## config.mk

```make
export PLATFORM = sky130hd
export DESIGN_NAME = sevseg_capture_flat
export DESIGN_NICKNAME = d
export VERILOG_FILES = /design/src/rtl/sevseg_pkg.sv /design/src/rtl/sevseg_capture_if.sv /design/src/rtl/sevseg_decode.sv /design/src/rtl/sevseg_capture.sv /design/src/flat_wrapper.sv
export SDC_FILE = /design/constraint.sdc
export NUM_CORES = 1
export LEC_CHECK = 0
export ABC_AREA = 1
export CAP_MARGIN = 10
export CORE_ASPECT_RATIO = 2
export CORE_MARGIN = 2
export CORE_UTILIZATION = 50
export DETAILED_ROUTE_END_ITERATION = 16
export DONT_BUFFER_PORTS = 1
export PLACE_DENSITY_LB_ADDON = 0.05
export SLEW_MARGIN = 25
export SYNTH_ARGS = -nofsm -noshare
export SYNTH_HDL_FRONTEND = slang
export SYNTH_SLANG_ARGS = --single-unit
export TNS_END_PERCENT = 5
```

## constraint.sdc

```tcl
create_clock -name clk -period 5.2 [get_ports clk]
set_clock_uncertainty 0.15 [all_clocks]
set_input_delay 1.04 -clock clk [delete_from_list [all_inputs] [get_ports clk]]
set_output_delay 1.04 -clock clk [all_outputs]
set_load 0.01 [all_outputs]
```

## src/rtl/sevseg_pkg.sv

```systemverilog
// Shared seven-segment constants, digit enables and capture state encoding.
// Segment patterns are active-low, bit 6 = a ... bit 0 = g, matching the display driver.
package sevseg_pkg;

  localparam logic [6:0] SEG_0     = 7'b0000001;
  localparam logic [6:0] SEG_1     = 7'b1001111;
  localparam logic [6:0] SEG_2     = 7'b0010010;
  localparam logic [6:0] SEG_3     = 7'b0000110;
  localparam logic [6:0] SEG_4     = 7'b1001100;
  localparam logic [6:0] SEG_5     = 7'b0100100;
  localparam logic [6:0] SEG_6     = 7'b0100000;
  localparam logic [6:0] SEG_7     = 7'b0001111;
  localparam logic [6:0] SEG_8     = 7'b0000000;
  localparam logic [6:0] SEG_9     = 7'b0000100;
  localparam logic [6:0] SEG_BLANK = 7'b1111111;

  localparam logic [3:0] DIG_S1    = 4'b1110;
  localparam logic [3:0] DIG_S10   = 4'b1101;
  localparam logic [3:0] DIG_M1    = 4'b1011;
  localparam logic [3:0] DIG_M10   = 4'b0111;
  localparam logic [3:0] DIG_BLANK = 4'b1111;

  typedef enum logic [1:0] {
    HUNT    = 2'd0,
    GOT_S1  = 2'd1,
    GOT_S10 = 2'd2,
    GOT_M1  = 2'd3
  } cap_state_e;

  typedef struct packed {
    logic [3:0] digit;
    logic [6:0] seg;
  } samp_t;

  function automatic logic is_one_hot_low(input logic [3:0] d);
    return (d == DIG_S1) || (d == DIG_S10) || (d == DIG_M1) || (d == DIG_M10);
  endfunction

  // Digit enable that legally advances the frame from each state.
  function automatic logic [3:0] expected_digit(input cap_state_e st);
    logic [3:0] d;
    case (st)
      HUNT:    d = DIG_S1;
      GOT_S1:  d = DIG_S10;
      GOT_S10: d = DIG_M1;
      default: d = DIG_M10;
    endcase
    return d;
  endfunction

  function automatic logic [6:0] bcd_to_bin(input logic [3:0] tens, input logic [3:0] ones);
    return ({3'b000, tens} * 7'd10) + {3'b000, ones};
  endfunction

endpackage

```

## src/rtl/sevseg_capture_if.sv

```systemverilog
// Display-side bus of the capture block: raw segment/digit lines in, decoded frame out.
// master = display/stimulus side, slave = capture block.
interface sevseg_capture_if;
  logic [6:0] seg;
  logic [3:0] digit;
  logic [6:0] min_out;
  logic [6:0] sec_out;
  logic       frame_valid;
  logic       err_seg;
  logic       err_order;

  modport master (
    output seg, digit,
    input  min_out, sec_out, frame_valid, err_seg, err_order
  );

  modport slave (
    input  seg, digit,
    output min_out, sec_out, frame_valid, err_seg, err_order
  );
endinterface

```

## src/rtl/sevseg_decode.sv

```systemverilog
// Combinational seven-segment to BCD decode; vld is low for any non-digit pattern.
// Zero latency, no backpressure.
module sevseg_decode
  import sevseg_pkg::*;
(
  input  logic [6:0] seg,
  output logic [3:0] val,
  output logic       vld
);

  always_comb begin
    val = 4'd0;
    vld = 1'b1;
    case (seg)
      SEG_0:   val = 4'd0;
      SEG_1:   val = 4'd1;
      SEG_2:   val = 4'd2;
      SEG_3:   val = 4'd3;
      SEG_4:   val = 4'd4;
      SEG_5:   val = 4'd5;
      SEG_6:   val = 4'd6;
      SEG_7:   val = 4'd7;
      SEG_8:   val = 4'd8;
      SEG_9:   val = 4'd9;
      default: vld = 1'b0;
    endcase
  end

endmodule

```

## src/rtl/sevseg_capture.sv

```systemverilog
// Captures a multiplexed 4-digit display back into binary min/sec; frame_valid STABLE_CYCLES+1
// edges after min tens appears (+2 with SEVSEG_CAP_SYNC_EN input synchronizer); no backpressure.
module sevseg_capture
  import sevseg_pkg::*;
#(
  parameter int STABLE_CYCLES = 4,
  parameter int TIMEOUT       = 64
) (
  input  logic             clk,
  input  logic             rst,
  sevseg_capture_if.slave  bus
);

  localparam int               SW       = $clog2(STABLE_CYCLES);
  localparam int               TW       = $clog2(TIMEOUT + 1);
  localparam logic [SW-1:0]    STAB_MAX = SW'(STABLE_CYCLES - 1);
  localparam logic [TW-1:0]    TMO_MAX  = TW'(TIMEOUT);
  localparam samp_t            SAMP_BLANK = '{digit: DIG_BLANK, seg: SEG_BLANK};

  samp_t         samp_d, samp_q;
  logic [SW-1:0] stab_cnt_d, stab_cnt_q;
  logic          accepted_d, accepted_q;
  logic          accept;
  logic [3:0]    dec_val;
  logic          dec_vld;

  cap_state_e    state_d, state_q;
  logic [TW-1:0] tmo_d, tmo_q;
  logic [3:0]    s1_d, s1_q, s10_d, s10_q, m1_d, m1_q;
  logic [6:0]    min_d, min_q, sec_d, sec_q;
  logic          frame_valid_d, frame_valid_q;
  logic          err_seg_d, err_seg_q;
  logic          err_order_d, err_order_q;

`ifdef SEVSEG_CAP_SYNC_EN
  samp_t sync1_d, sync1_q, sync2_q;

  always_comb begin
    sync1_d = '{digit: bus.digit, seg: bus.seg};
    samp_d  = sync2_q;
  end

  always_ff @(posedge clk) begin
    if (rst) begin
      sync1_q <= SAMP_BLANK;
      sync2_q <= SAMP_BLANK;
    end else begin
      sync1_q <= sync1_d;
      sync2_q <= sync1_q;
    end
  end
`else
  always_comb begin
    samp_d = '{digit: bus.digit, seg: bus.seg};
  end
`endif

  sevseg_decode u_decode (
    .seg (samp_q.seg),
    .val (dec_val),
    .vld (dec_vld)
  );

  // Acceptance fires once per dwell; accepted_q holds it off until samp moves.
  assign accept = is_one_hot_low(samp_q.digit) && (stab_cnt_q == STAB_MAX) && !accepted_q;

  always_comb begin
    stab_cnt_d = stab_cnt_q;
    accepted_d = accepted_q;
    if ((samp_d != samp_q) || !is_one_hot_low(samp_d.digit)) begin
      stab_cnt_d = '0;
      accepted_d = 1'b0;
    end else begin
      if (stab_cnt_q != STAB_MAX) begin
        stab_cnt_d = stab_cnt_q + SW'(1);
      end
      if (accept) begin
        accepted_d = 1'b1;
      end
    end
  end

  always_comb begin
    state_d       = state_q;
    tmo_d         = '0;
    s1_d          = s1_q;
    s10_d         = s10_q;
    m1_d          = m1_q;
    min_d         = min_q;
    sec_d         = sec_q;
    frame_valid_d = 1'b0;
    err_seg_d     = 1'b0;
    err_order_d   = 1'b0;

    if (accept) begin
      if (!dec_vld) begin
        err_seg_d = 1'b1;
        state_d   = HUNT;
      end else if (samp_q.digit == expected_digit(state_q)) begin
        case (state_q)
          HUNT: begin
            s1_d    = dec_val;
            state_d = GOT_S1;
          end
          GOT_S1: begin
            s10_d   = dec_val;
            state_d = GOT_S10;
          end
          GOT_S10: begin
            m1_d    = dec_val;
            state_d = GOT_M1;
          end
          default: begin
            min_d         = bcd_to_bin(dec_val, m1_q);
            sec_d         = bcd_to_bin(s10_q, s1_q);
            frame_valid_d = 1'b1;
            state_d       = HUNT;
          end
        endcase
      end else if (state_q != HUNT) begin
        // Out-of-order digit; a fresh sec-ones digit restarts the frame immediately.
        err_order_d = 1'b1;
        if (samp_q.digit == DIG_S1) begin
          s1_d    = dec_val;
          state_d = GOT_S1;
        end else begin
          state_d = HUNT;
        end
      end
    end else if (state_q != HUNT) begin
      tmo_d = tmo_q + TW'(1);
      if (tmo_d == TMO_MAX) begin
        tmo_d   = '0;
        state_d = HUNT;
      end
    end
  end

  always_ff @(posedge clk) begin
    if (rst) begin
      samp_q        <= SAMP_BLANK;
      stab_cnt_q    <= '0;
      accepted_q    <= 1'b0;
      state_q       <= HUNT;
      tmo_q         <= '0;
      s1_q          <= '0;
      s10_q         <= '0;
      m1_q          <= '0;
      min_q         <= '0;
      sec_q         <= '0;
      frame_valid_q <= 1'b0;
      err_seg_q     <= 1'b0;
      err_order_q   <= 1'b0;
    end else begin
      samp_q        <= samp_d;
      stab_cnt_q    <= stab_cnt_d;
      accepted_q    <= accepted_d;
      state_q       <= state_d;
      tmo_q         <= tmo_d;
      s1_q          <= s1_d;
      s10_q         <= s10_d;
      m1_q          <= m1_d;
      min_q         <= min_d;
      sec_q         <= sec_d;
      frame_valid_q <= frame_valid_d;
      err_seg_q     <= err_seg_d;
      err_order_q   <= err_order_d;
    end
  end

  assign bus.min_out     = min_q;
  assign bus.sec_out     = sec_q;
  assign bus.frame_valid = frame_valid_q;
  assign bus.err_seg     = err_seg_q;
  assign bus.err_order   = err_order_q;

endmodule

```

## src/flat_wrapper.sv

```systemverilog
// flat-port wrapper written by rule: the top's interface ports become plain ports
module sevseg_capture_flat import sevseg_pkg::*;
#(
  parameter int STABLE_CYCLES = 4,
  parameter int TIMEOUT       = 64
)
  (clk, rst, bus_seg, bus_digit, bus_min_out, bus_sec_out, bus_frame_valid, bus_err_seg, bus_err_order);
  sevseg_capture_if bus_i ();
  input  logic clk;
  input  logic rst;
  input wire logic [$bits(bus_i.seg)-1:0] bus_seg;
  input wire logic [$bits(bus_i.digit)-1:0] bus_digit;
  output wire logic [$bits(bus_i.min_out)-1:0] bus_min_out;
  output wire logic [$bits(bus_i.sec_out)-1:0] bus_sec_out;
  output wire logic [$bits(bus_i.frame_valid)-1:0] bus_frame_valid;
  output wire logic [$bits(bus_i.err_seg)-1:0] bus_err_seg;
  output wire logic [$bits(bus_i.err_order)-1:0] bus_err_order;
  assign bus_i.seg = bus_seg;
  assign bus_i.digit = bus_digit;
  assign bus_min_out = bus_i.min_out;
  assign bus_sec_out = bus_i.sec_out;
  assign bus_frame_valid = bus_i.frame_valid;
  assign bus_err_seg = bus_i.err_seg;
  assign bus_err_order = bus_i.err_order;
  sevseg_capture #(.STABLE_CYCLES(STABLE_CYCLES), .TIMEOUT(TIMEOUT)) u_core (.clk(clk), .rst(rst), .bus(bus_i));
endmodule
```

Word-level counts from Yosys, hierarchy flattened
Index checks and enable logic that the tools add are counted.
{"block": "word_totals", "register_bits": 52, "inputBits": 13, "out_inout_bits": 17, "word_cells": 101}
{"block": "op_classes", "add_sub_neg": 4, "mul": 2, "n_eq_ne": 26, "n_mux": 20, "n_bitwise": 5, "reduce_logical": 30}
{"operator": "one-hot mux 4 bit (9 select lines)", "n": 1}
{"operator": "== test 4 bit (second input constant)", "n": 6}
{"operator": "2-to-1 mux 4 bit", "n": 6}
{"operator": "== test 7 bit (second input constant)", "n": 3}
{"operator": "adder 7 x 4 -> 7 bit", "n": 2}
{"operator": "== test 7 x 3 -> 1 bit (second input constant)", "n": 2}
{"operator": "== test 7 x 6 -> 1 bit (second input constant)", "n": 2}
{"operator": "multiplier 4 x 3 -> 6 bit (second input constant)", "n": 2}
{"operator": "2-to-1 mux 2 bit", "n": 6}
{"operator": "one-hot mux 4 bit (3 select lines)", "n": 1}
{"operator": "AND reduction 4 bit", "n": 3}
{"operator": "OR reduction 4 bit", "n": 3}
{"operator": "inequality test 11 bit", "n": 1}
{"operator": "nonzero test 2 bit", "n": 5}
{"operator": "OR reduction 10 bit", "n": 1}
{"operator": "== test 4 x 3 -> 1 bit (second input constant)", "n": 2}
{"operator": "adder 7 x 1 -> 7 bit (second input constant)", "n": 1}
{"operator": "== test 7 x 1 -> 1 bit (second input constant)", "n": 1}
{"operator": "== test 7 x 4 -> 1 bit (second input constant)", "n": 1}
{"operator": "== test 7 x 5 -> 1 bit (second input constant)", "n": 1}
{"operator": "logical NOT 7 bit", "n": 1}
{"operator": "logical OR 1 bit", "n": 7}
{"operator": "one-hot mux 2 bit (3 select lines)", "n": 1}
{"operator": "2-to-1 mux 1 bit", "n": 5}
{"operator": "other kinds (14)", "n": 23}

Depth between registers and ports, before layout
Gate-level depths: netlist of the first run.
{"block": "depth", "depth_word": 11, "depth_mapped": 18}

Modules after synthesis
From an unflattened synthesis of the first run, not the netlist that was laid out.
{"block": "hier_totals", "hier_cells": 399, "hier_area_um2": 2935.3}
{"mod": "sevseg_capture", "instances": 1, "cells_each": 353, "area_per_inst_um2": 2718.9, "seq_area_each_um2": 1041.0}
{"mod": "sevseg_decode", "instances": 1, "cells_each": 46, "area_per_inst_um2": 216.5, "seq_area_each_um2": 0.0}

Worst setup path after synthesis of the first run
Ideal clock, no wire load.
{"block": "synth_path", "path_kind": "flip-flop to flip-flop", "startpoint": "register u_core.samp_q[3] (netlist bit)", "endpoint": "register u_core.min_q[6] (netlist: u_core.bus.min_out[6])", "setup_time_ps": 109, "arrival_ps": 2490, "required_ps": 4941, "path_slack_ps": 2451, "stages_incl_launch_ff": 18, "path_buffers": 0, "synth_period_minus_slack_ps": 2749, "path_cell_list": "dfxtp_1 > inv_2 > nand2_1 > nor2_1 > nand2_1 > nand2_1 > nor2_1 > inv_1 > ha_1 > ha_1 > fa_1 > or2_2 > nand2_1 > nand2_1 > nand2_1 > nand3_1 > nand2_1 > nor2_1"}
{"block": "synth_via", "elab_chain_cells": 4, "word_cells_on_any_way": 16, "classes_between": "1 x add/sub; 1 x mul; 9 x eq/ne; 2 x mux; 3 x reduce/logical"}
{"item": "start, declared", "line_no": "sevseg_capture.sv:20", "text": "samp_t samp_d, samp_q;"}
{"item": "start signal, assigned", "line_no": "sevseg_capture.sv:155", "text": "samp_q <= samp_d;"}
{"item": "== test 7 x 3 -> 1 bit (tied with other cells)", "line_no": "sevseg_decode.sv:14", "text": "case (seg)"}
{"item": "one-hot mux 4 bit (9 select lines) (*)", "line_no": "sevseg_decode.sv:14"}
{"item": "via u_core.dec_val[1]", "line_no": "sevseg_capture.sv:24", "text": "logic [3:0] dec_val;"}
{"item": "multiplier 4 x 3 -> 6 bit (*)", "line_no": "sevseg_pkg.sv:52", "text": "return ({3'b000, tens} * 7'd10) + {3'b000, ones};"}
{"item": "adder 7 x 4 -> 7 bit (*)", "line_no": "sevseg_pkg.sv:52"}
{"item": "end signal, assigned", "line_no": "sevseg_capture.sv:163", "text": "min_q <= min_d;"}
{"item": "end, declared", "line_no": "sevseg_capture.sv:30", "text": "logic [6:0] min_d, min_q, sec_d, sec_q;"}
Mark *: on every way through the listed nets, which the timed path passes. The rest lies on a longest branch.
A chain may end at the register's enable or synchronous reset.

Worst setup path in the final report of the first run
Ends and elaborated chain as after synthesis.

==> impl_summary.md, run 1 <==
Worst setup path
The startpoint identified for the worst register-to-register timing path is u_core.samp_q[3]. Broken down by cell family, the worst path's largest delay share belongs to simple AND/OR/NAND/NOR gates. STA classifies the critical path startpoint as a register. The maximum fanout along the worst path is 4. The critical path data required time is 5240 ps. Counting both buffers and inverters, the worst setup path holds a total of 2. The worst path arrival time is 3090 ps. For this run, the slowest stage of the critical path takes 400 ps. In this run the worst setup path begins at u_core.samp_q[3]. The most common cell type on the critical path is sky130_fd_sc_hd__nand2_1.

Traced cell by cell, the critical path runs through inv_2, nand2_1, nor2_1, nand2_1, nand2_1, nor2_1, inv_1, ha_1, ha_1, fa_1, or2_2, nand2_1, nand2_1, nand2_1, nand3_1, nand2_1, nor2_1. STA classifies the critical path endpoint as a register. The critical path in this run is classified as register to register. The slowest stage of the critical path belongs to the cell sky130_fd_sc_hd__dfxtp_1.

Drt
The count of nets left with antenna violations once routing finished came out at 0. The number of detailed-routing iterations run before antenna repair is 4. The detailed router placed 2661 vias in this run. After detailed routing, the number of remaining DRC violations is 0. The violation count after the first detailed-routing iteration is 43. The wire length reported by the detailed router is 6580 um. In the final routed layout, each cell accounts on average for 11.9 um. The vias per cell is 4.81.

Floorplanning
The die outline width is 60.8 um. The starting utilization of the core area is 0.515. The core region area is 0.00626 sq mm. The die is 118 um tall. The die covers 0.00714 sq mm. The number of rows created at floorplan is 41.

30 I/O pins were placed.

Global routing
The global router's overall resource usage is 0.205. The first global-routing pass estimated 11100 um of wire. The pin count of the biggest net entering global routing is 30.

The number of global-route vias before repair was 2555. The number of antenna violations at the first check in global routing is 0. For this run the aggregate overflow at the end of global routing stands at 0.

Power
The switching power is 173 uW. The cell-internal power is 594 uW. VDD sags by at most 0.000181 V.

The analysis attributes to cell leakage a power of 1.78 nW. Of the total power, the share spent switching nets is 0.226. In this run the power density over the cells is 225 mW/mm^2. The portion of total power attributed to the clock network is 0.414.

Of the total power, registers draw 0.532. Of the total power, combinational logic draws 0.054.

Place
The HPWL after detailed placement is 5230 um. The count of buffers added on input and output ports is 0. The weighted congestion at the end of routability-driven global placement is 0.898.

Clock network
The clock root buffer is sky130_fd_sc_hd__clkbuf_16. Clock-pin slew was measured on the worst setup and hold paths at 70 ps. Clock latency on the worst-skew pair, taken at its later pin, is 290 ps. No sink is reached through more buffers than the 2 on the longest clock path. The CTS buffer count is 5.

The count of clock tree sinks is 52. The number of buffers inserted by hold repair at cts is 0. The TritonCTS clock tree is built.

The post-cts resize count is 0. The total setup buffers inserted after CTS is 0. The H-tree was split into 2 levels.

Synthesis
After synthesis, the netlist uses 38 different library cells. Synthesis produced a netlist with a net count of 504. Counting flops with a built-in enable in the synthesized netlist gives 0. Counting flops with an async set or reset pin after synthesis yields a share of 0.

The synthesized netlist occupies a cell area of 0.00322 sq mm. The per-instance average area after synthesis is 6.90 sq um. The Yosys warning count is 0.

By area the synthesized netlist is led by sky130_fd_sc_hd__dfxtp_1 (32%), sky130_fd_sc_hd__nand2_1 (13%), sky130_fd_sc_hd__inv_1 (8.5%). The share of the yosys chip area belonging to registers is 0.323. For this run, the leading register cell type out of synthesis is sky130_fd_sc_hd__dfxtp_1. Counting every instance in the synthesized netlist gives 467. In this run, synthesis produced a sequential element count of 52. The share of synthesized area in the top cell type comes to 0.323.

The post-synthesis cell type with the largest combined area is sky130_fd_sc_hd__dfxtp_1.

Finish
The number of diodes is 0. At the end of the flow, the number of nets in the layout was 504. The share of final-layout standard cells stronger than drive strength 1 is 0.109. Counting the fill cells in the layout gives 657.

The commonest non-fill, non-tap cell in the layout is sky130_fd_sc_hd__nand2_1. In the layout the commonest cells are sky130_fd_sc_hd__nand2_1 (112), sky130_fd_sc_hd__inv_1 (73), sky130_fd_sc_hd__nor2_1 (71), sky130_fd_sc_hd__dfxtp_1 (52), sky130_fd_sc_hd__nand3_1 (30). Measured on the finished design, the core utilization comes to 0.545. The growth of design area from synthesis to finish is 5.98%.

Timing
The actual slew at the worst max-slew pin is 359 ps. The final hold violation count came to 0. The part of the cycle the worst path needs is 0.587.

Setup repair after global routing left no endpoint under its margin. Headroom to the max-slew limit came out at 0.760. The final count of pins violating max slew is 0.

For the final routed database, the setup TNS stands at 0 ps. The final-report setup violation count is 0. The top achievable clock speed is 328 MHz. The minimum clock period after layout is 3050 ps.

Worst hold path
In this run the most critical hold path is launched from u_core.tmo_q[0]. The worst min-delay path class is register to register.

Status
The run finished with clean final reports.

Job
The reported max-cap violation count is 0.
[kinds of logic (layout without fill, tap and decap cells)]
logic type	Yosys count	in the layout	synth area share
buf+inv	94	94	0.118
mux	1	1	0.00311
xor+xnor	17	17	0.0462
flops	52	52	0.323
fa+ha+maj	24	24	0.103
compound gates	20	20	0.0400
simple gates	259	259	0.366
[worst register-to-register path, cell delays in order (launching register included)]
cell and delay, ps:
sky130_fd_sc_hd__dfxtp_1 400, sky130_fd_sc_hd__inv_2 70, sky130_fd_sc_hd__nand2_1 110, sky130_fd_sc_hd__nor2_1 60, sky130_fd_sc_hd__nand2_1 70, sky130_fd_sc_hd__nand2_1 80, sky130_fd_sc_hd__nor2_1 310, sky130_fd_sc_hd__inv_1 140
sky130_fd_sc_hd__ha_1 320, sky130_fd_sc_hd__ha_1 210, sky130_fd_sc_hd__fa_1 380, sky130_fd_sc_hd__or2_2 310, sky130_fd_sc_hd__nand2_1 70, sky130_fd_sc_hd__nand2_1 50, sky130_fd_sc_hd__nand2_1 50, sky130_fd_sc_hd__nand3_1 60
sky130_fd_sc_hd__nand2_1 70, sky130_fd_sc_hd__nor2_1 40
[cell usage after synthesis, types with 2 or more instances]
library cell,n
sky130_fd_sc_hd__a21oi_1,3
sky130_fd_sc_hd__a221oi_1,2
sky130_fd_sc_hd__and2_1,2
sky130_fd_sc_hd__buf_2,3
sky130_fd_sc_hd__buf_6,3
sky130_fd_sc_hd__clkbuf_1,2
sky130_fd_sc_hd__dfxtp_1,52
sky130_fd_sc_hd__fa_1,4
sky130_fd_sc_hd__ha_1,20
sky130_fd_sc_hd__inv_1,73
sky130_fd_sc_hd__inv_2,11
sky130_fd_sc_hd__nand2_1,112
sky130_fd_sc_hd__nand2_2,8
sky130_fd_sc_hd__nand2_4,3
sky130_fd_sc_hd__nand3_1,30
sky130_fd_sc_hd__nand3b_1,3
sky130_fd_sc_hd__nand4_1,4
sky130_fd_sc_hd__nor2_1,71
sky130_fd_sc_hd__nor2_2,7
sky130_fd_sc_hd__nor3_1,3
sky130_fd_sc_hd__nor4_1,2
sky130_fd_sc_hd__o2111ai_1,2
sky130_fd_sc_hd__o21ai_0,5
sky130_fd_sc_hd__o22ai_1,6
sky130_fd_sc_hd__or2_2,8
sky130_fd_sc_hd__xnor2_1,10
sky130_fd_sc_hd__xor2_1,7
[stage by stage]
step,power (mW),instance area (sq um),std cells,hold WS (ps),setup WS [ps]
finish,0.767,3410,553,315,2150
global route,0.802,3410,553,324,1810
CTS,0.780,3410,553,318,2150
detailed placement,0.459,3280,546,300,2170
global placement,0.459,3280,546,298,2260
floorplan,0.450,3220,467,280,2450
[final timing paths]
path | to | slack [ps] | cells after the start
hold / removal | u_core.tmo_q[0] | 310 | 1
setup / recovery | u_core.bus.min_out[6] | 2150 | 17
hold reg to reg | u_core.tmo_q[0] | 310 | 1
setup reg to reg | u_core.bus.min_out[6] | 2150 | 17
[per-layer routing]
| metal | vias to the layer above | wire length [um] | part of all wire | global-route usage |
|---|---|---|---|---|
| met5 | - | 0 | 0 | 0 |
| met4 | 0 | 243 | 0.037 | 0.0910 |
| met3 | 19 | 189 | 0.029 | 0.0451 |
| met2 | 43 | 3860 | 0.59 | 0.391 |
| met1 | 1179 | 2280 | 0.35 | 0.189 |
| li1 | 1420 | - | - | - |
[cell type report]
| type | count | area (sq um) | area share |
|---|---|---|---|
| flip-flops and latches | 52 | 1040 | 0.305 |
| repair buffers | 1 | 7.51 | 0.00220 |
| clock buffers | 6 | 129 | 0.0378 |
| well taps | 86 | 108 | 0.0315 |
| inverters | 86 | 325 | 0.0953 |
| clock inverters | 1 | 5.00 | 0.00147 |
| multi-input cells | 321 | 1800 | 0.527 |
[power groups by stage]
stage                     clock network (mW)  registers, mW  logic [mW]
after global placement                     0          0.417      0.0415
final                                  0.317          0.408      0.0412
after global routing                   0.346          0.409      0.0473
after detailed placement                   0          0.417      0.0417
after floorplan                            0          0.416      0.0341
after CTS                              0.329          0.408      0.0419
[sequential cells by signal (all words and copies together), names as in the netlist]
| register | flops |
|---|---|
| u_core.tmo_q | 7 |
| u_core.state_q | 2 |
| u_core.bus.err_order | 1 |
| u_core.m1_q | 4 |
| u_core.bus.err_seg | 1 |
| u_core.accepted_q | 1 |
| u_core.bus.frame_valid | 1 |
| u_core.samp_q | 11 |
| u_core.bus.sec_out | 7 |
| u_core.s10_q | 4 |
| u_core.bus.min_out | 7 |
| u_core.s1_q | 4 |
| u_core.stab_cnt_q | 2 |
Note: power is estimated with default switching activity, not from simulation.
==> inputs of run 2 (changes only) <==
- clock period: 5.2 -> 2.67 ns (I/O delays scaled with it)
==> impl_summary.md, run 2 (synthesis results as in run 1) <==
Place
The quantity of I/O buffers inserted on ports is 0. The post-placement cell area is 0.00343 sq mm. The congestion estimate from routability-driven global placement came to 0.844.

Once detailed placement completed, the half-perimeter wirelength came to 5310 um. OpenSTA, run right after detailed placement, puts the worst setup slack at -87.4 ps. In this run, placement finished with an instance count of 566.

Worst setup path
The critical path data required time is 2720 ps. In this design, the critical path's most frequently occurring cell is sky130_fd_sc_hd__nand2_1. The largest single stage delay on the critical path is 530 ps. Traced cell by cell, the critical path runs through buf_4, nor2_1, nand2_1, nor3_4, ha_4, ha_4, fa_1, nand3_2, nand3b_1, nand2_1, nand3_1, nand2_1, nor2_1. Counting both buffers and inverters, the worst setup path holds a total of 1. The type of destination of the critical path is a register. For the worst setup path, the data arrival time is 2630 ps. The nature of the critical path startpoint is a register. The slowest stage of the critical path belongs to the cell sky130_fd_sc_hd__fa_1. Along the worst path, the maximum fanout reaches 3. The cell family contributing the most delay on the critical path is adder cells. The critical path is of the register to register type.

Timing
Headroom to the max-slew limit came out at 0.745. The final-report setup violation count is 0. The final count of pins violating max slew was 0. Of the available clock period, the critical path in the final layout requires 0.967.

At the pin with the least slew margin, the transition time is 379 ps. The final hold violation count is 0. Adding up every negative setup slack in the final design gives 0 ps. Timing would allow up to 387 MHz. The final worst-path setup slack is 87.5 ps. The minimum clock period after layout is 2580 ps.

Setup repair after global routing could not meet its margin everywhere. The final worst hold slack is 184 ps.

Drt
Using the TritonRoute via totals, the vias-per-cell ratio works out to 4.79. The final layout contains routed wiring with a total length of 6910 um. After the first detailed-routing iteration, the DRC count stood at 70. In the final routed layout, each cell accounts on average for 12.0 um. The residual DRC count is 0. Once detail routing completed, the nets flagged for antenna violations numbered 0.

The number of detailed-routing iterations run before antenna repair is 4. The total vias in the final route is 2760.

Global routing
The first global-routing pass estimated 11300 um of wire. The number of antenna violations at the first check in global routing came to 0. In the global route stage, overall resource usage came out at 0.207. The pin count of the biggest net entering global routing is 26. The total congestion overflow is 0.

The number of global-route vias before repair is 2661.

Finish
The count of non-filler cells in the finished layout is 576. In the final layout, the share of cells above drive strength 1 is 0.222. The number of nets in the layout is 526. The register with the most flip-flops in the layout has 11 of them. The register with the most flip-flops in the final layout is u_core.samp_q.

Measured on the finished design, the core utilization comes to 0.602. Compared with the post-synthesis result, the final layout area differs by 17.1%. The repair_antennas step left the layout with diodes totalling 0. The library cells used most frequently in the layout, excluding fill and tap cells, are sky130_fd_sc_hd__nand2_1 (105), sky130_fd_sc_hd__inv_1 (69), sky130_fd_sc_hd__nor2_1 (65), sky130_fd_sc_hd__dfxtp_1 (45), sky130_fd_sc_hd__nand3_1 (28).

The post-layout instance area is 0.00377 sq mm. The commonest non-fill, non-tap cell in the layout is sky130_fd_sc_hd__nand2_1.

Power
VDD sags by at most 0.000443 V. The portion of total power attributed to the clock network is 0.450. The analysis attributes to cell leakage a power of 1.91 nW. The switching power as a share of total power is 0.221. The cell-internal power is 1.27 mW. Of the total power, combinational logic draws 0.061.

Dividing total power by cell area gives a power density of 432 mW/mm^2. The overall power of the completed layout is 1.63 mW. The sequential group share of total power is 0.489. Summed over all nets, the switching power comes to 359 uW.

Clock network
TritonCTS built the clock tree. Counting along the longest clock path gives a buffer depth of 2. The later pin in the worst-skew pair is clocked with a latency of 290 ps. Hold repair after CTS inserted 0 buffers. The CTS buffer count is 5.

Clock tree synthesis found a total of 52 sinks. Clock-pin slew was measured on the worst setup and hold paths at 70 ps. CTS built an H-tree with a depth of 2. The clock root buffer is sky130_fd_sc_hd__clkbuf_16.

Floorplanning
The overall die height is 118 um. After floorplanning, the core was sized to cover 0.00626 sq mm. Measured along the x axis, the die boundary spans 60.8 um. The initial utilization of the core area, before any placement, comes to 0.515.

The initialized floorplan defines 41 standard-cell rows. The boundary pin count is 30. The floorplan step defined a die boundary enclosing 0.00714 sq mm.

Job
Across the run, the number of max-cap violations was 0.

Worst hold path
The worst min-delay path class is primary input to register.

Status
The flow ran to the end, and the final reports show no timing, DRC or antenna violations.
run 2: cell types whose count changed in the layout (fill, tap and decap cells not counted), sizes merged:
| cell | before | now |
|---|---|---|
| buf | 1 | 23 |
| bufinv | 0 | 1 |
| clkbuf | 6 | 5 |
| clkinvlp | 0 | 1 |
run 2: worst paths after layout:
kind                            depth (start not counted)              from                endpoint  slack [ps]
worst max register to register                         13  u_core.samp_q[4]   u_core.bus.min_out[6]          90
worst min-delay path                                    1               rst  u_core.bus.frame_valid         180
worst min register to register                          1   u_core.tmo_q[0]         u_core.tmo_q[0]         330
worst max-delay path                                   13  u_core.samp_q[4]   u_core.bus.min_out[6]          90
run 2: per-layer routing:
metal  wire length, um  track usage  vias up
met1              2470        0.194     1234
li1                  -            -     1466
met4               219       0.0897        0
met5                 0            0        -
met3               162       0.0341       16
met2              4060        0.400       44
run 2: area by class of cell:
cell class	instances	area, sq um
inverters	86	328
flip-flops and latches	52	1050
repair buffers	23	173
clock inverters	3	42.5
clock buffers	5	125
well taps	86	108
multi-input cells	321	1940
fillers	623	2490
run 2: repair_timing:
action	CTS	global route
pin swaps	9	9
buffers inserted	0	2
resized for setup	22	22
setup endpoints to repair	2	3
run 2: power groups by stage:
stage,clock network [mW],registers (mW),logic [mW]
after floorplan,0,0.811,0.0664
after global placement,0,0.812,0.0927
after detailed placement,0,0.812,0.0930
after CTS,0.755,0.796,0.0966
after global routing,0.775,0.797,0.111
final,0.733,0.797,0.100
==> inputs of run 3 (changes only) <==
- PLACE_DENSITY: not set -> 0.67
- PLACE_DENSITY_LB_ADDON: 0.05 -> not set
==> impl_summary.md, run 3 (synthesis results as in run 1) <==
Clock network
The clock passes through at most 2 buffers. Clock-pin slew was measured on the worst setup and hold paths at 70 ps. For the worst-skew pair, the clock arrives at the later sink with an insertion delay of 290 ps.

Clock tree synthesis inserted a total of 5 buffers. CTS built an H-tree with a depth of 2. The TritonCTS clock tree is built.

The count of clock tree sinks is 52. The number of buffers inserted by hold repair at cts is 0. The tree is rooted in a sky130_fd_sc_hd__clkbuf_16.

Worst hold path
The tightest min-delay check is of the primary input to register type. Counting instances, the worst hold path has a depth of 1.

Place
OpenSTA, run right after detailed placement, puts the worst setup slack at -71.5 ps. The HPWL after detailed placement is 5030 um. The quantity of I/O buffers inserted on ports is 0. Routability-driven placement finished with a final weighted congestion of 0.929. After detailed placement, the total cell area comes to 0.00335 sq mm.

Worst setup path
The worst path arrival time is 2690 ps. The count of cells along the worst register-to-register path is 17. The worst setup path is captured at a register. The longest individual stage delay on the worst path is 380 ps. For this design, the slowest cell found on the critical path is sky130_fd_sc_hd__fa_2. The critical path goes through inv_4, nand2_1, nor2_2, nand2_1, nand2_2, nor2_4, inv_2, ha_4, ha_4, fa_2, or2_2, nand2_1, nand2_1, nand2_1, nand3_1, nand2_1, nor2_1. The type of the setup path with the least slack is register to register.

The maximum fanout along the worst path is 3. Setup slack on the worst reg-to-reg path comes out at 20 ps. The most common cell type on the critical path is sky130_fd_sc_hd__nand2_1. At the worst endpoint, the required time is 2710 ps. STA classifies the critical path startpoint as a register.

Finish
The layout has 607 filler cells. The library cell used most frequently in the layout, excluding fill and tap cells, is sky130_fd_sc_hd__nand2_1. The number of nets in the layout is 520. The number of antenna diodes in the final layout is 0. The share of final-layout standard cells stronger than drive strength 1 is 0.231. Leaving out fill and tap cells, the most frequent cells in the layout are sky130_fd_sc_hd__nand2_1 (101), sky130_fd_sc_hd__inv_1 (69), sky130_fd_sc_hd__nor2_1 (62), sky130_fd_sc_hd__dfxtp_1 (45), sky130_fd_sc_hd__nand3_1 (27). The register with the most flip-flops in the layout has 11 of them. Counting flops per register, the top entry is u_core.samp_q. The final standard cell utilization of the core is 0.601. From synthesis to final layout, the design area changed by 16.9%. The finished cells cover 0.00376 sq mm.

Drt
The number of detailed-routing iterations run before antenna repair is 6. Once detail routing completed, the nets flagged for antenna violations numbered 0. The total vias in the final route is 2794. After detailed routing, the average wire length per cell comes to 12.2 um. The wire length reported by the detailed router is 6980 um. After detailed routing, the number of vias per cell comes to 4.90.

In this run, the number of DRC markers left after iteration 0 of detailed routing was 107. The residual DRC count is 0.

Timing
For the finished layout, the period the worst path requires is 2650 ps. Setup violations remaining at the end of the flow were counted as 0. The part of the cycle the worst path needs is 0.992.

Setup repair after global routing could not meet its margin everywhere. Measured against its own limit, the worst slew margin works out to 0.757. The actual slew at the worst max-slew pin is 363 ps. The final worst hold slack is 180 ps. For this run, the top clock speed supported by timing is 378 MHz. The final worst-path setup slack is 22.4 ps. The final count of pins violating max slew was 0. The final hold violation count is 0.

Power
The worst supply voltage drop on vdd is 0.000299 V. The power per standard cell area is 413 mW/mm^2. The share of total power dissipated in combinational logic is 0.067. In this run the static leakage power is 1.90 nW. Of the total power, the share spent switching nets is 0.228. The cell-internal power is 1.20 mW. The switching power is 355 uW. The sequential group share of total power is 0.513. The share of total power dissipated in the clock network is 0.420.

Floorplanning
In this run the vertical extent of the chip is 118 um. The number of rows created at floorplan is 41. The core region area is 0.00626 sq mm. The area enclosed by the die boundary is 0.00714 sq mm. The die outline width is 60.8 um. The starting utilization of the core area is 0.515. The boundary pin count is 30.

Global routing
The first global-routing pass estimated 10800 um of wire. The pin count of the biggest net entering global routing is 29. The global router's overall resource usage is 0.196. The number of antenna violations at the first check in global routing came to 0.

The number of global-route vias before repair is 2632. After global routing the overflow that remains totals 0.

Status
The run finished with clean final reports.

Job
The reported max-cap violation count is 0.
==> run 3: changes by cell type in the layout (fill, tap and decap cells not counted), moves of 3 or more <==
| cell | delta |
|---|---|
| sky130_fd_sc_hd__buf_4 | -7 |
| sky130_fd_sc_hd__nand2_1 | -4 |
| sky130_fd_sc_hd__dfxtp_2 | -3 |
| sky130_fd_sc_hd__dfxtp_4 | +3 |
| sky130_fd_sc_hd__inv_2 | -3 |
| sky130_fd_sc_hd__inv_4 | +3 |
| sky130_fd_sc_hd__nand2_2 | +3 |
| sky130_fd_sc_hd__nor2_1 | -3 |
==> run 3: path summary, 6_finish.rpt <==
| kind | from | endpoint |
|---|---|---|
| max | u_core.samp_q[4] | u_core.bus.min_out[6] |
| min | rst | u_core.bus.err_order |
| max reg2reg | u_core.samp_q[4] | u_core.bus.min_out[6] |
| min reg2reg | u_core.tmo_q[0] | u_core.tmo_q[0] |
==> run 3: per-stage QoR <==
| stage | setup TNS (ps) | instances | total power, mW |
|---|---|---|---|
| 2_1_floorplan | 0 | 467 | 0.877 |
| 3_3_place_gp | 0 | 555 | 0.893 |
| 3_5_place_dp | -81.7 | 555 | 0.894 |
| 4_1_cts | 0 | 566 | 1.56 |
| 5_1_grt | -157 | 570 | 1.62 |
| 6_report | 0 | 570 | 1.55 |
==> run 3: repair_timing <==
action                                  CTS  global route
endpoints found under the setup margin    2             3
pin swaps                                 1            15
buffers inserted                          3             4
gates resized for setup                   9            54
==> run 3: layer usage <==
metal / share of wire / vias up / track usage
met2: 0.57 / 66 / 0.370
met4: 0.051 / 0 / 0.105
li1: - / 1457 / -
met5: 0 / - / 0
met3: 0.028 / 28 / 0.0352
met1: 0.35 / 1243 / 0.181
==> run 3: worst max-delay path: cells and delay by family, from the launching register on <==
family                   cells  cell delay (ps)
adder cells (fa/ha/maj)      3              740
flip-flops                   1              340
buffers and inverters        2              140
AND/OR/NAND/NOR             12             1180
==> run 3: power groups by stage <==
stage	Combinational (mW)	Clock [mW]	Sequential (mW)
6_report	0.104	0.652	0.797
3_5_place_dp	0.0820	0	0.812
4_1_cts	0.0865	0.678	0.795
5_1_grt	0.114	0.704	0.798
2_1_floorplan	0.0664	0	0.811
3_3_place_gp	0.0809	0	0.812
==> run 3: cell type report <==
type,count,area (sq um),area share
multi-input combinational,321,1980,0.527
sequential,52,1060,0.281
inverter,86,335,0.0891
clock buffer,6,139,0.0369
timing repair buffer,17,131,0.0349
tap,86,108,0.0286
clock inverter,2,10.0,0.00266
